**src/rtl/wb_cmd_master.sv**
```systemverilog
// Wishbone classic initiator: converts a valid/ready command stream into single
// bus cycles with bounded retry and an ack timeout, returning one response each.
module wb_cmd_master #(
  parameter int TIMEOUT_CYCLES = 255,
  parameter int MAX_RETRY      = 0
) (
  input  logic        wb_clk,
  input  logic        wb_rst,
  input  logic        cmd_valid,
  output logic        cmd_ready,
  input  logic [31:0] cmd_adr,
  input  logic [31:0] cmd_dat,
  input  logic [3:0]  cmd_sel,
  input  logic        cmd_we,
  output logic        rsp_valid,
  input  logic        rsp_ready,
  output logic [31:0] rsp_dat,
  output logic [1:0]  rsp_status,
  output logic [31:0] wb_m2s_adr,
  output logic [31:0] wb_m2s_dat,
  output logic [3:0]  wb_m2s_sel,
  output logic        wb_m2s_we,
  output logic        wb_m2s_cyc,
  output logic        wb_m2s_stb,
  input  logic [31:0] wb_s2m_dat,
  input  logic        wb_s2m_ack,
  input  logic        wb_s2m_err,
  input  logic        wb_s2m_rty
);

  localparam int TW = (TIMEOUT_CYCLES < 1) ? 1 : $clog2(TIMEOUT_CYCLES + 1);
  localparam int RW = (MAX_RETRY < 1) ? 1 : $clog2(MAX_RETRY + 1);
  localparam logic [TW-1:0] TO_LIMIT  = TW'(TIMEOUT_CYCLES);
  localparam logic [RW-1:0] RTY_LIMIT = RW'(MAX_RETRY);

  localparam logic [1:0] ST_OK  = 2'b00;
  localparam logic [1:0] ST_ERR = 2'b01;
  localparam logic [1:0] ST_RTY = 2'b10;
  localparam logic [1:0] ST_TO  = 2'b11;

  typedef enum logic [1:0] {IDLE, BUS, GAP, RESP} state_t;

  state_t        state_reg, state_next;
  logic [31:0]   adr_reg, adr_next;
  logic [31:0]   dat_reg, dat_next;
  logic [3:0]    sel_reg, sel_next;
  logic          we_reg, we_next;
  logic          cyc_reg, cyc_next;
  logic          rsp_valid_reg, rsp_valid_next;
  logic [31:0]   rsp_dat_reg, rsp_dat_next;
  logic [1:0]    rsp_status_reg, rsp_status_next;
  logic [TW-1:0] to_reg, to_next;
  logic [RW-1:0] rty_reg, rty_next;
  logic [TW-1:0] to_inc;

  assign to_inc = to_reg + TW'(1);

  always_ff @(posedge wb_clk or posedge wb_rst) begin
    if (wb_rst) begin
      state_reg      <= IDLE;
      adr_reg        <= '0;
      dat_reg        <= '0;
      sel_reg        <= '0;
      we_reg         <= 1'b0;
      cyc_reg        <= 1'b0;
      rsp_valid_reg  <= 1'b0;
      rsp_dat_reg    <= '0;
      rsp_status_reg <= ST_OK;
      to_reg         <= '0;
      rty_reg        <= '0;
    end else begin
      state_reg      <= state_next;
      adr_reg        <= adr_next;
      dat_reg        <= dat_next;
      sel_reg        <= sel_next;
      we_reg         <= we_next;
      cyc_reg        <= cyc_next;
      rsp_valid_reg  <= rsp_valid_next;
      rsp_dat_reg    <= rsp_dat_next;
      rsp_status_reg <= rsp_status_next;
      to_reg         <= to_next;
      rty_reg        <= rty_next;
    end
  end

  always_comb begin
    state_next      = state_reg;
    adr_next        = adr_reg;
    dat_next        = dat_reg;
    sel_next        = sel_reg;
    we_next         = we_reg;
    cyc_next        = cyc_reg;
    rsp_valid_next  = rsp_valid_reg;
    rsp_dat_next    = rsp_dat_reg;
    rsp_status_next = rsp_status_reg;
    to_next         = to_reg;
    rty_next        = rty_reg;

    case (state_reg)
      IDLE: begin
        if (cmd_valid) begin
          adr_next   = cmd_adr;
          dat_next   = cmd_dat;
          sel_next   = cmd_sel;
          we_next    = cmd_we;
          cyc_next   = 1'b1;
          to_next    = '0;
          rty_next   = '0;
          state_next = BUS;
        end
      end
      BUS: begin
        // err outranks rty, which outranks ack
        if (wb_s2m_err) begin
          cyc_next        = 1'b0;
          rsp_dat_next    = '0;
          rsp_status_next = ST_ERR;
          rsp_valid_next  = 1'b1;
          state_next      = RESP;
        end else if (wb_s2m_rty) begin
          cyc_next = 1'b0;
          if (MAX_RETRY != 0 && rty_reg < RTY_LIMIT) begin
            rty_next   = rty_reg + RW'(1);
            state_next = GAP;
          end else begin
            rsp_dat_next    = '0;
            rsp_status_next = ST_RTY;
            rsp_valid_next  = 1'b1;
            state_next      = RESP;
          end
        end else if (wb_s2m_ack) begin
          cyc_next        = 1'b0;
          rsp_dat_next    = we_reg ? 32'h0 : wb_s2m_dat;
          rsp_status_next = ST_OK;
          rsp_valid_next  = 1'b1;
          state_next      = RESP;
        end else begin
          to_next = to_inc;
          if (TIMEOUT_CYCLES != 0 && to_inc == TO_LIMIT) begin
            cyc_next        = 1'b0;
            rsp_dat_next    = '0;
            rsp_status_next = ST_TO;
            rsp_valid_next  = 1'b1;
            state_next      = RESP;
          end
        end
      end
      GAP: begin
        cyc_next   = 1'b1;
        to_next    = '0;
        state_next = BUS;
      end
      RESP: begin
        if (rsp_ready) begin
          rsp_valid_next = 1'b0;
          state_next     = IDLE;
        end
      end
      default: state_next = IDLE;
    endcase
  end

  assign cmd_ready  = (state_reg == IDLE);
  assign rsp_valid  = rsp_valid_reg;
  assign rsp_dat    = rsp_dat_reg;
  assign rsp_status = rsp_status_reg;
  assign wb_m2s_adr = adr_reg;
  assign wb_m2s_dat = dat_reg;
  assign wb_m2s_sel = sel_reg;
  assign wb_m2s_we  = we_reg;
  assign wb_m2s_cyc = cyc_reg;
  assign wb_m2s_stb = cyc_reg;

endmodule

```
**config.mk**
```make
export PLATFORM = sky130hd
export DESIGN_NAME = wb_cmd_master
export DESIGN_NICKNAME = d
export VERILOG_FILES = /design/src/rtl/wb_cmd_master.sv
export SDC_FILE = /design/constraint.sdc
export NUM_CORES = 1
export LEC_CHECK = 0
export ABC_CLOCK_PERIOD_IN_PS = 3900
export BUFFER_PORTS_ARGS = -buffer_cell sky130_fd_sc_hd__buf_2
export CAP_MARGIN = 20
export CELL_PAD_IN_SITES_DETAIL_PLACEMENT = 1
export CELL_PAD_IN_SITES_GLOBAL_PLACEMENT = 1
export CORE_AREA = 5 5 130 132
export DETAILED_ROUTE_END_ITERATION = 16
export DIE_AREA = 0 0 135 137
export MAX_ROUTING_LAYER = met4
export PLACE_DENSITY = 0.67
export SLEW_MARGIN = 20
export SYNTH_ARGS = -nofsm -noshare
export SYNTH_HDL_FRONTEND = slang
export SYNTH_SLANG_ARGS = --single-unit
```
**constraint.sdc**
```tcl
create_clock -name wb_clk -period 3.9 [get_ports wb_clk]
set_clock_uncertainty 0.05 [all_clocks]
set_input_delay 0.195 -clock wb_clk [delete_from_list [all_inputs] [get_ports wb_clk]]
set_output_delay 0.195 -clock wb_clk [all_outputs]
set_load 0.02 [all_outputs]
```
======== Word level (Yosys, flattened, before mapping) ========
Index checks and enable logic that the tools add are counted.
word-level totals
  bits in registers ....................... 115
  input bits .............................. 108
operators by class
  add/subtract/negate cells ............... 1
  equality and inequality tests ........... 10
  multiplexer cells ....................... 32
  reductions and logical operators ........ 10
operators by type and width
  cell                                                             number
  32-bit two-way mux                                               5
  8-bit two-way mux                                                4
  8-bit one-hot mux with 3 select lines                            1
  2-bit two-way mux                                                9
  1-bit two-way mux                                                10
  2-bit != test, second input constant                             5
  3-bit AND reduction                                              3
  8-bit by 1-bit adder with 8-bit output, second input constant    1
  8-bit == test, second input constant                             1
  2-bit one-hot mux with 4 select lines                            1
  5-bit != test, second input constant                             1
  5-bit AND reduction                                              1
  2-bit == test, second input constant                             2
  2-bit AND reduction                                              2
  4-bit nonzero test                                               1
  1-bit one-hot mux with 3 select lines                            1
  3-bit nonzero test                                               1
  2-bit by 1-bit == test with 1-bit output, second input constant  1
  2-bit zero test                                                  1
  1-bit one-hot mux with 2 select lines                            1
  2-bit nonzero test                                               1

======== Depth between registers and ports, before layout ========
Gate-level depths: netlist of run 1.
  depth after elaboration ................. 7
  depth in mapped cells ................... 8
  gate-level depth less buffers ........... 7

======== Least setup slack after synthesis of run 1 ========
Ideal clock, no wire load.
  kind .................................... flip-flop to flip-flop
  start point ............................. reg state_reg[0]
  end point ............................... reg adr_reg[15] (netlist: wb_m2s_adr[15])
  library setup time ...................... 125 ps
  arrival ................................. 1761 ps
  slack ................................... 1965 ps
  cell stages (with the launch flop) ...... 7
  cells stage by stage .................... dfrtp_1 > nor2_1 > and2_1 > clkbuf_1 > buf_6 > buf_6 > mux2_2
between the ends
  longest elaborated chain between the ends .. 2
RTL lines
  element                               line  text
  start, declared                       43    state_t state_reg, state_next;
  start signal, assigned                72    state_reg <= state_next;
  2-bit zero test                       -
  net cmd_ready                         10    output logic cmd_ready,
  2-bit AND reduction (no source line)  -
  end signal, assigned                  73    adr_reg <= adr_next;
  end, declared                         44    logic [31:0] adr_reg, adr_next;
The timed path passes the listed nets, and every way through them passes these cells.
A chain may end at the register's enable or synchronous reset.

======== Worst setup path in the final report of run 1 ========
  start point ............................. reg to_reg[0]
  end point ............................... reg rsp_dat_reg[31] (netlist: rsp_dat[31])
between the ends
  longest elaborated chain between the ends .. 4
RTL lines
  element                                 line  text
  start, declared                         52    logic [TW-1:0] to_reg, to_next;
  start signal, assigned                  81    to_reg <= to_next;
  8-bit by 1-bit adder with 8-bit output  56    assign to_inc = to_reg + TW'(1);
  8-bit == test                           139   if (TIMEOUT_CYCLES != 0 && to_inc == TO_LIMIT) begin
  4-bit nonzero test (no source line)     -
  2-bit AND reduction (no source line)    -
  end signal, assigned                    79    rsp_dat_reg <= rsp_dat_next;
  end, declared                           50    logic [31:0] rsp_dat_reg, rsp_dat_next;
Every way passes these cells.

==> results by group, run 1 <==
Status
  – Outcome: finished clean

Clock network
  – Number of clock sinks seen by CTS: roughly 120
  – Number of setup buffers added after CTS: 0
  – Number of buffers added by the clock tree synthesis step: 17
  – Clock latency on the worst-skew pair: roughly 0.4 ns
  – TritonCTS clock tree: built
  – Root Buffer Master: clkbuf_16
  – Clock-pin transition on the worst setup and hold timing paths: 0.05 ns
  – Number of buffers on the longest clock path: 2
  – Level count of the clock H-tree: 4

Setup path
  – Worst path bufs/invs: 0
  – Path type of the worst setup path: reg -> reg
  – Critical Path Slowest Stage Cell: a31oi_4
  – Gate family responsible for the most delay along the worst path: compound AO/OA/AOI/OAI gates
  – Register-to-register setup slack: 1.51 ns
  – Critical Path Max Stage Delay: around 0.74 ns
  – Crit-path max FO: 34
  – Kind of start point of the critical path: register
  – Endpoint class of the critical path: register
  – Data required time of the worst path: 4.19 ns
  – Arrival time worst endpoint: roughly 2.7 ns
  – Critical-path cell list: ha_1, nand2b_1, o21ai_0, a31o_2, a31oi_4, a22o_2

Detailed routing
  – DRT Pass-1 Iters: 4
  – Number of vias per cell: around 4.6
  – Vias after detailed routing: about 3900
  – Wire length per cell after detailed routing: 17.7 um
  – Number of remaining DRC errors: 0
  – Final wirelength: 15300 um
  – Residual antenna-violating net count after detailed routing: 0
  – Initial DRC count: roughly 110

Placed design
  – Final GP Congestion: between 0.7 and 0.8
  – Number of port buffers: ~210
  – DP HPWL: about 9500 um

Floorplanning
  – Die Footprint: approximately 18000 um2
  – IO Count: around 220
  – Effective utilization at floorplan: 0.292
  – Area of the core: between 15000 and 20000 um2
  – Number of rows created at floorplan: 46
  – Die width: about 140 um
  – Die span in y: around 140 um

STA
  – Relative slew slack: 0.356
  – Total negative slack for setup checks: 0 ns
  – Final setup vio count: 0
  – Slew at the pin with the worst max-slew slack: 0.966 ns
  – RSZ-0062 raised after global routing: false
  – Final critical-path required period: 2.39 ns
  – Achievable frequency: 419 MHz
  – Pins over their slew limit: 0
  – Period Utilization, post-route: 0.613
  – Final-report hold violation count: 0

Yosys
  – Mean post-synth cell area: between 10 and 15 um2
  – Number of flops mapped to enable cells by yosys: 0
  – Count of state elements after synthesis: 115
  – Warnings from Yosys: 0
  – Distinct cell type count of the synthesized netlist: 43
  – Async set or reset register ratio after synthesis: 1.00
  – Post-Syn Area: 4560 um2
  – Sequential element share of the synthesized area: 0.631
  – Total nets after synthesis: about 420
  – Dominant synthesized flop cell: dfrtp_1
  – Mapped Cells: between 300 and 400

Global routing
  – Wire length of the first global-routing pass: around 24000 um
  – Met2 routing resource usage after global routing: 0.310
  – Number of global-route vias before repair: roughly 4500
  – Overall track demand over capacity in global routing: 0.171
  – Antenna violations before repair: 0
  – Global-route met1 utilization: 0.179
  – Global routing met3 resource utilization: 0.0555
  – Most used routing layer: met2
  – Largest net degree at the start of global routing: 92
  – Final global-route overflow total: 0

Cells and area
  – Final nets: between 700 and 800
  – Layout area overhead: 61.5%
  – Diode count: 0
  – Fraction of final layout cells sized beyond drive strength 1: 0.489
  – Fillers: about 1700

Pwr
  – PnR Total Power: 5.35 mW
  – Static leakage: roughly 3.6 nW
  – Clk pwr share: 0.262
  – Combinational power share: 0.378
  – Power spent charging and discharging nets: about 2 mW
  – Internal Dissipation: about 3.4 mW
  – Switching power as a share of total power: 0.368
  – Power per standard cell area: between 700 and 800 nW/um2
  – VDD IR-drop max: roughly 0.37 mV
  – Sequential share of power: 0.360

Job
  – Number of maximum-capacitance violations: 0

Worst hold path
  – Worst hold path class: in -> reg
## area by class of cell
class | count | area, um2 | share of cell area
clock buffer | 23 | 468 | 0.0635
tap | 216 | 270 | 0.0367
inverter | 3 | 16.3 | 0.00221
timing repair buffer | 319 | 2120 | 0.287
multi-input combinational | 180 | 1560 | 0.212
sequential | 115 | 2880 | 0.391
clock inverter | 6 | 57.6 | 0.00781
## worst reg2reg max path, stage by stage (launching register included)
cell and delay [ns]:
dfrtp_1 0.43, ha_1 0.31, nand2b_1 0.13, o21ai_0 0.08
a31o_2 0.29, a31oi_4 0.74, a22o_2 0.29
## routing by layer
metal	share of wire	wire (um)
met5	0	0
met4	0.014	218
met3	0.067	1020
met2	0.54	8310
met1	0.37	5720
## layout by cell type (no fill, tap or decap), types with 3 or more instances in the layout
master	netlist	layout
buf_2	7	214
dfrtp_1	115	115
dlygate4sd3_1	0	103
mux2_2	62	62
a22o_1	28	28
clkbuf_16	0	17
o21ai_0	13	13
nor2_1	12	12
nand2_1	11	11
mux2_1	7	7
a22o_2	4	4
clkinv_2	0	4
clkbuf_1	1	4
nor3_1	3	3
nand3_1	3	3
nand2b_1	3	3
## cells in the mapped netlist, types with 2 or more instances
| cell | number | area share |
|---|---|---|
| nand2b_1 | 3 | 0.0041 |
| o21ai_1 | 2 | 0.0022 |
| nor2_1 | 12 | 0.0099 |
| o21ai_0 | 13 | 0.014 |
| and3_1 | 2 | 0.0027 |
| mux2_2 | 62 | 0.15 |
| nand2_1 | 11 | 0.0091 |
| a22o_1 | 28 | 0.054 |
| nand3_1 | 3 | 0.0033 |
| nor3_1 | 3 | 0.0033 |
| a21oi_1 | 2 | 0.0022 |
| a22o_2 | 4 | 0.0088 |
| o31ai_1 | 2 | 0.0033 |
| buf_6 | 6 | 0.015 |
| buf_2 | 7 | 0.0077 |
| ha_1 | 2 | 0.0055 |
| and2_1 | 2 | 0.0027 |
| a31oi_1 | 2 | 0.0027 |
| nand3b_1 | 2 | 0.0033 |
| dfrtp_1 | 115 | 0.63 |
| mux2_1 | 7 | 0.017 |
| inv_1 | 3 | 0.0025 |
## through the flow
stage	hold WS, ns	cell area (um2)	setup WS, ns	cells	util
floorplan	0.257	4560	0.611	314	-
global placement	0.366	5810	1.61	730	0.372
detailed placement	0.367	5810	1.49	730	0.372
CTS	0.0538	7370	1.48	862	0.472
global route	0.0972	7370	1.32	862	0.472
finish	0.0654	7370	1.51	862	0.472
## kinds of logic after synthesis
| logic type | synth area share |
|---|---|
| AO/OA/AOI/OAI | 0.103 |
| XOR/XNOR | 0.00192 |
| adder cells (fa/ha/maj) | 0.00548 |
| buffers and inverters | 0.0299 |
| flip-flops | 0.631 |
| multiplexers | 0.173 |
| AND/OR/NAND/NOR | 0.0560 |
## power by group through the flow
stage,clock network [mW],registers [mW],logic [mW]
final,1.40,1.92,2.02
after global routing,1.50,1.98,2.16
after CTS,1.44,1.92,2.03
after detailed placement,0,1.93,1.94
after global placement,0,1.91,1.90
after floorplan,0,2.46,0.711
## path summary, 6_finish.rpt
kind / startpoint / endpoint / cells past startpoint
worst max-delay path: to_reg[0] / rsp_dat[31] / 6
worst min-delay path: cmd_valid / state_reg[0] / 3
worst max register to register: to_reg[0] / rsp_dat[31] / 6
worst min register to register: wb_m2s_adr[22] / wb_m2s_adr[22] / 1
max in group asynchronous: wb_rst / wb_m2s_adr[13] / 4
min in group asynchronous: wb_rst / wb_m2s_dat[0] / 3
## timing repair
item	CTS	global route
resized for setup	0	0
endpoints found under the hold margin	192	0
endpoints found under the setup margin	0	0
hold buffers	103	0
No activity file was read; power rests on OpenSTA's default activity.
==> run 2, diff against run 1 <==
Settings changed: ABC_CLOCK_PERIOD_IN_PS 3900 to 2100, PLACE_DENSITY 0.67 to 0.7.
Clock period 3.9 ns to 2.1 ns, I/O delays scaled along.
==> results by group, run 2 (same netlist as run 1, synthesis figures left out) <==
Pwr
  – Sequential share of power: 0.340 (-0.020)
  – Clk pwr share: 0.280 (+0.018)
  – Internal Dissipation: 6.66 mW (+97%)
  – Combinational power share: 0.380 (+0.002)
  – VDD IR-drop max: 0.914 mV (+150%)
  – Switching power as a share of total power: 0.365 (-0.00352)
  – Power spent charging and discharging nets: 3.83 mW (+94%)
  – Static leakage: 3.76 nW (+4.2%)
  – Power per standard cell area: 1370 nW/um2 (+88%)

Clock network
  – Number of buffers on the longest clock path: 2 (unchanged)
  – TritonCTS clock tree: built
  – Number of buffers added by the clock tree synthesis step: 17 (unchanged)
  – Level count of the clock H-tree: 4 (unchanged)
  – Clock-pin transition on the worst setup and hold timing paths: 0.05 ns (about the same)
  – Number of clock sinks seen by CTS: 115 (unchanged)
  – Root Buffer Master: clkbuf_16
  – Clock latency on the worst-skew pair: 0.41 ns (about the same)

STA
  – Period Utilization, post-route: 0.970 (+0.357)
  – PnR worst setup slack: 0.0632 ns (-1.45 ns)
  – Final-report hold violation count: 0 (unchanged)
  – Achievable frequency: 491 MHz (+17%)
  – Pins over their slew limit: 0 (unchanged)
  – WHS: 0.0683 ns (+0.00288 ns)
  – Final critical-path required period: 2.04 ns (-0.352 ns)
  – Slew at the pin with the worst max-slew slack: 0.561 ns (-0.405 ns)
  – Final setup vio count: 0 (unchanged)
  – Relative slew slack: 0.626 (+0.270)

Placed design
  – Final GP Congestion: 0.800 (+3.2%)
  – DP HPWL: 10200 um (+7.9%)
  – Number of port buffers: 214 (unchanged)
  – Pre-CTS setup slack: 0.0397 ns (-1.45 ns)
  – Cells after DPL: 750 (+2.7%)

Global routing
  – Antenna violations before repair: 0 (unchanged)
  – Wire length of the first global-routing pass: 25500 um (+7.3%)
  – Largest net degree at the start of global routing: 71 (-23%)
  – Overall track demand over capacity in global routing: 0.185 (+0.0140)
  – Number of global-route vias before repair: 4743 (+6.5%)
  – Final global-route overflow total: 0 (unchanged)

Cells and area
  – Fillers: 1632 (-1.2%)
  – Layout area overhead: 68.1%
  – Most frequent cells in the layout: buf_2, dfrtp_1, dlygate4sd3_1
  – Post-layout util: 0.492 (+0.0193)
  – Most frequent standard cell in the layout excluding fill and tap cells: buf_2
  – Diode count: 0 (unchanged)
  – Fraction of final layout cells sized beyond drive strength 1: 0.510 (+0.0205)
  – Final nets: 770 (+3.2%)
  – Number of standard cells in the final layout excluding fillers: 889 (+3.1%)

Worst hold path
  – Worst hold path class: in -> reg

Floorplanning
  – Die width: 135 um (unchanged)
  – Effective utilization at floorplan: 0.292 (unchanged)
  – Area of the core: 15600 um2 (unchanged)
  – IO Count: 215 (unchanged)
  – Die Footprint: 18500 um2 (unchanged)
  – Number of rows created at floorplan: 46 (unchanged)
  – Die span in y: 137 um (unchanged)

Setup path
  – Data required time of the worst path: 2.34 ns (-1.85 ns)
  – Kind of start point of the critical path: register
  – Endpoint class of the critical path: register
  – Arrival time worst endpoint: 2.28 ns (-0.40 ns)
  – Path type of the worst setup path: reg -> reg
  – Crit-path max FO: 13 (-62%)

Detailed routing
  – Residual antenna-violating net count after detailed routing: 0 (unchanged)
  – Number of remaining DRC errors: 0 (unchanged)
  – Number of vias per cell: 4.56 (-0.10%)
  – Initial DRC count: 101 (-9.0%)
  – Vias after detailed routing: 4051 (+3.0%)
  – DRT Pass-1 Iters: 4 (unchanged)
  – Wire length per cell after detailed routing: 18.6 um (+4.8%)
  – Final wirelength: 16500 um (+8.1%)

Status
  – Outcome: finished clean

Job
  – Number of maximum-capacitance violations: 0 (unchanged)
==> run 2: cell count changes in the layout (fill, tap and decap cells not counted), sizes merged <==
cell | before | now
buf | 216 | 237
clkbuf | 23 | 20
clkinvlp | 1 | 5
bufinv | 1 | 3
dlygate4sd3 | 103 | 106
==> run 2: worst max-delay path, cell delays in order, from the launching register on <==
cell	delay (ns)
dfrtp_1	0.42
inv_1	0.07
ha_1	0.15
nand3_2	0.11
or3b_4	0.41
o22ai_4	0.19
a31oi_4	0.12
buf_4	0.19
a22o_2	0.21
==> run 2: final cells by class <==
| cell class | count | area (um2) | share of cell area |
|---|---|---|---|
| clock inverter | 12 | 156 | 0.0204 |
| tap | 216 | 270 | 0.0352 |
| multi-input combinational | 180 | 1570 | 0.204 |
| clock buffer | 20 | 447 | 0.0583 |
| sequential | 115 | 2880 | 0.375 |
| timing repair buffer | 343 | 2330 | 0.304 |
| inverter | 3 | 15.0 | 0.00196 |
==> run 2: power groups by stage <==
stage,registers (mW),logic [mW],clock network (mW)
floorplan,4.57,1.32,0
global placement,3.55,3.67,0
detailed placement,3.59,3.79,0
CTS,3.56,3.97,3.01
global route,3.69,4.24,3.13
finish,3.57,3.99,2.93
==> run 2: path summary, 6_finish.rpt <==
| kind | slack [ns] | cells past startpoint | endpoint | startpoint |
|---|---|---|---|---|
| setup / recovery | 0.06 | 8 | rsp_dat[29] | to_reg[0] |
| hold reg to reg | 0.44 | 1 | wb_m2s_adr[21] | wb_m2s_adr[21] |
| min in group asynchronous | 0.32 | 4 | wb_m2s_sel[2] | wb_rst |
| hold / removal | 0.07 | 4 | rsp_status[0] | wb_s2m_ack |
| setup reg to reg | 0.06 | 8 | rsp_dat[29] | to_reg[0] |
| max in group asynchronous | 1.19 | 4 | to_reg[2] | wb_rst |
==> run 2: repair_timing <==
| action | 4_1_cts | 5_1_grt |
|---|---|---|
| endpoints found under the setup margin | 0 | 21 |
| buffers inserted | 0 | 1 |
| hold buffers | 106 | 0 |
| hold endpoints to repair | 221 | 0 |
| resized for setup | 0 | 3 |
==> run 2: layer usage <==
layer | wire length [um] | part of all wire | track usage | vias to the layer above
li1 | - | - | - | 1837
met5 | 0 | 0 | - | -
met3 | 991 | 0.060 | 0.0563 | 26
met4 | 310 | 0.019 | 0.0633 | 0
met1 | 6040 | 0.37 | 0.188 | 2023
met2 | 9160 | 0.56 | 0.339 | 165
==> run 2: metrics by stage <==
stage          instance area [um2]   TNS, ns  total power, mW
2_1_floorplan                 4570         0             5.89
3_3_place_gp                  5980         0             7.22
3_5_place_dp                  5980         0             7.38
4_1_cts                       7650         0             10.5
5_1_grt                       7670  -0.00635             11.1
6_report                      7670         0             10.5
